===== src/rtl/data_register_pkg.sv =====
// Shared matmul datapath constants used by the storage registers.
package data_register_pkg;

  localparam int unsigned MM_DATA_WIDTH = 8;

endpackage


===== src/rtl/data_register.sv =====
// Single-word holding register with write enable and asynchronous clear.
// Used for the operand, partial-sum and address registers of the matmul datapath.
module data_register
  import data_register_pkg::*;
#(
  parameter int unsigned DATA_WIDTH = MM_DATA_WIDTH
) (
  input  logic                  clk,
  input  logic                  rst,
  input  logic                  we,
  input  logic [DATA_WIDTH-1:0] data_in,
  output logic [DATA_WIDTH-1:0] data_out
);

  logic [DATA_WIDTH-1:0] word_q;

  // Reset wins over we, so a write that coincides with reset is dropped.
  always_ff @(posedge clk or posedge rst) begin
    if (rst) begin
      word_q <= '0;
    end else if (we) begin
      word_q <= data_in;
    end
  end

  assign data_out = word_q;

endmodule


===== config.mk =====
export PLATFORM = sky130hd
export DESIGN_NAME = data_register
export DESIGN_NICKNAME = d
export VERILOG_FILES = /design/src/rtl/data_register_pkg.sv /design/src/rtl/data_register.sv
export SDC_FILE = /design/constraint.sdc
export NUM_CORES = 1
export LEC_CHECK = 0
export CELL_PAD_IN_SITES_DETAIL_PLACEMENT = 0
export CELL_PAD_IN_SITES_GLOBAL_PLACEMENT = 1
export CORE_AREA = 2 2 39 41
export DETAILED_ROUTE_END_ITERATION = 16
export DIE_AREA = 0 0 41 43
export PLACE_DENSITY_LB_ADDON = 0.1
export SYNTH_ARGS = -nofsm -noshare
export SYNTH_HDL_FRONTEND = slang
export SYNTH_SLANG_ARGS = --single-unit

===== constraint.sdc =====
create_clock -name clk -period 0.9 [get_ports clk]
set_input_delay 0.27 -clock clk [delete_from_list [all_inputs] [get_ports clk]]
set_output_delay 0.27 -clock clk [all_outputs]
set_load 0.02 [all_outputs]

==> results.yml <==
status:
  status: "finished with violations"
  violations: "setup timing"
power:
  p_per_area_nw_per_um2: 1580
  vdd_ir_drop_max_mv: 0.737
  leakagePower_nw: 0.307
  p_total_mw: 0.985
synth:
  synth_compound_area_share_pct: 0
  synth.avg_cell_area_sq_um: 18.6
  yosys.area_share.simple_pct: 0
  synth_area_sq_um: 335
  synthXorXnorAreaFrac_pct: 0
  postSynthCellCount: 18
  syn_nets: 29
  synth_top_family_by_area: "multiplexers"
  synth_fa_ha_area_share_pct: 0
  ys_types: 4
  synthMuxAreaShare_pct: 35.8
  ys_ff_latch: 8
  ys_warn_count: 0
  synth-seq-area-share_pct: 59.7
worst_setup_path:
  reg2regPathDepth: 2
  critPathMaxFanout: 2
  path_depth: 1
  path_delay_family: "flip-flops"
  critPathArrivalTime_ns: 0.78
  critPathLaunch: "data_out[4]"
  cp-end-kind: "output pin"
  path_class: "flop to output pin"
  crit_slowest_cell: "dfrtp_1"
  r2r-end: "data_out[0]"
  r2r_start: "data_out[0]"
  crit_buf_inv: 1
  required_ns: 0.63
  crit_chain: "buf_6"
  worstSetupStartpointType: "flop"
  max_stage_delay_ns: 0.39
  critPathCapture: "data_out[4]"
  r2r_setup_slack_ns: 0.01
sta:
  whs_ns: 0.277
  period_minus_slack_ns: 1.05
  timing.final.ws_setup_ns: -0.146
  setup_viol: 8
  fin_skew_ns: 0
  fmax_mhz: 956
  period_share_pct: 116
  worstMarginPinSlew_ns: 0.310
  rsz0062_at_grt: "yes"
  finalMaxSlewViolations: 0
  hold_viol_final: 0
  slew_headroom_pct: 79.3
global_routing:
  grt_pass1_vias: 239
  grt_overflow: 0
  antenna_found_initial: 0
  grt_pass1_wl_um: 1060
  grt_use_total_pct: 9.51
  grt_max_degree: 9
clock_network:
  cts-root-buf: "clkbuf_4"
  clk_pin_slew_ns: 0.05
  cts.htree.levels: 1
  clockBufferDepth: 2
  clkLatencyLatePin_ns: 0.25
  clock_sinks: 8
  cts_tree: "built"
  cts_buffers: 3
placed_design:
  place_hpwl_um: 501
  place_area_sq_um: 552
  dp_cells: 53
  io_buffers: 18
  dp_slack_ns: -0.465
  gp_congestion: 0.610
layout:
  final_cells: 61
  area_growth_pct: 86.2
  largest_reg_flops: 8
  drive_gt1_share_pct: 57.8
  final_area_sq_um: 624
  fill_cells: 129
  fin_nets: 58
  antennaDiodeCount: 0
routing:
  drt_first_pass_iters: 1
  viasPerCell: 4.03
  postRouteAntennaNets: 0
  drtIter0Drc: 0
  wl_per_cell_um: 11.2
  num_vias: 246
  wl_um: 684
  drc: 0
floorplan:
  io_pins: 19
  start_util_pct: 24.2
  core_sq_um: 1380
  dieArea_sq_um: 1760
  die_y_um: 43
  fp.dieW_um: 41
  placementRows: 14
min_path:
  hp-class: "input pin to asynchronous set/reset pin"
flow_run:
  drv_cap: 0
cell usage after synthesis, drive strengths merged:
| library cell | instances | share of area [%] |
|---|---|---|
| mux2 | 8 | 36 |
| buf | 1 | 3.4 |
| dfrtp | 8 | 60 |
| inv | 1 | 1.1 |
placed cells by master, fill, tap and decap left out:
cell and instances:
buf_12 1, buf_4 5, buf_6 9, clkbuf_4 3, clkdlybuf4s50_1 9, dfrtp_1 8, dlygate4sd2_1 1, inv_1 1
mux2_4 8
cells by family after synthesis:
group | count (synthesis)
buffers and inverters | 2
DFF | 8
muxes | 8
worst min path at each step:
stage | end | slack, ns | depth (start not counted)
after floorplan | data_out[0] | 0.09 | 1
after global placement | data_out[1] | 0.50 | 1
after detailed placement | data_out[0] | 0.50 | 1
after CTS | data_out[2] | 0.29 | 2
after global routing | data_out[3] | 0.31 | 2
final | data_out[2] | 0.28 | 2
stage by stage:
step           setup TNS, ns  util (%)
2_1_floorplan              0         -
3_3_place_gp           -5.98      39.9
3_5_place_dp           -6.10      39.9
4_1_cts                -1.22      43.3
5_1_grt                -1.38      45.1
6_report               -1.10      45.1
power breakdown:
| group | leakage (nW) | switching (mW) | internal (mW) |
|---|---|---|---|
| clock network | 0.0138 | 0.116 | 0.152 |
| logic | 0.199 | 0.100 | 0.195 |
| registers | 0.0935 | 0.0255 | 0.397 |
cell type report:
class,count,area [sq um],area share [%]
clock buffers,3,22.5,3.61
inverters,1,3.75,0.601
multi-input cells,8,120,19.2
flip-flops and latches,8,200,32.1
well taps,16,20.0,3.21
repair buffers,25,258,41.3
per-layer routing:
layer | part of all wire, % | track usage [%]
met5 | 0 | 0
met4 | 0 | 8.00
met2 | 51 | 13.1
met1 | 41 | 11.2
met3 | 7.9 | 3.14
what timing repair did:
item	CTS	global route
setup buffers	3	2
endpoints found under the setup margin	16	11
resized for setup	47	3
hold endpoints to repair	0	0
hold buffers	0	0
No activity file was read; power rests on OpenSTA's default activity.
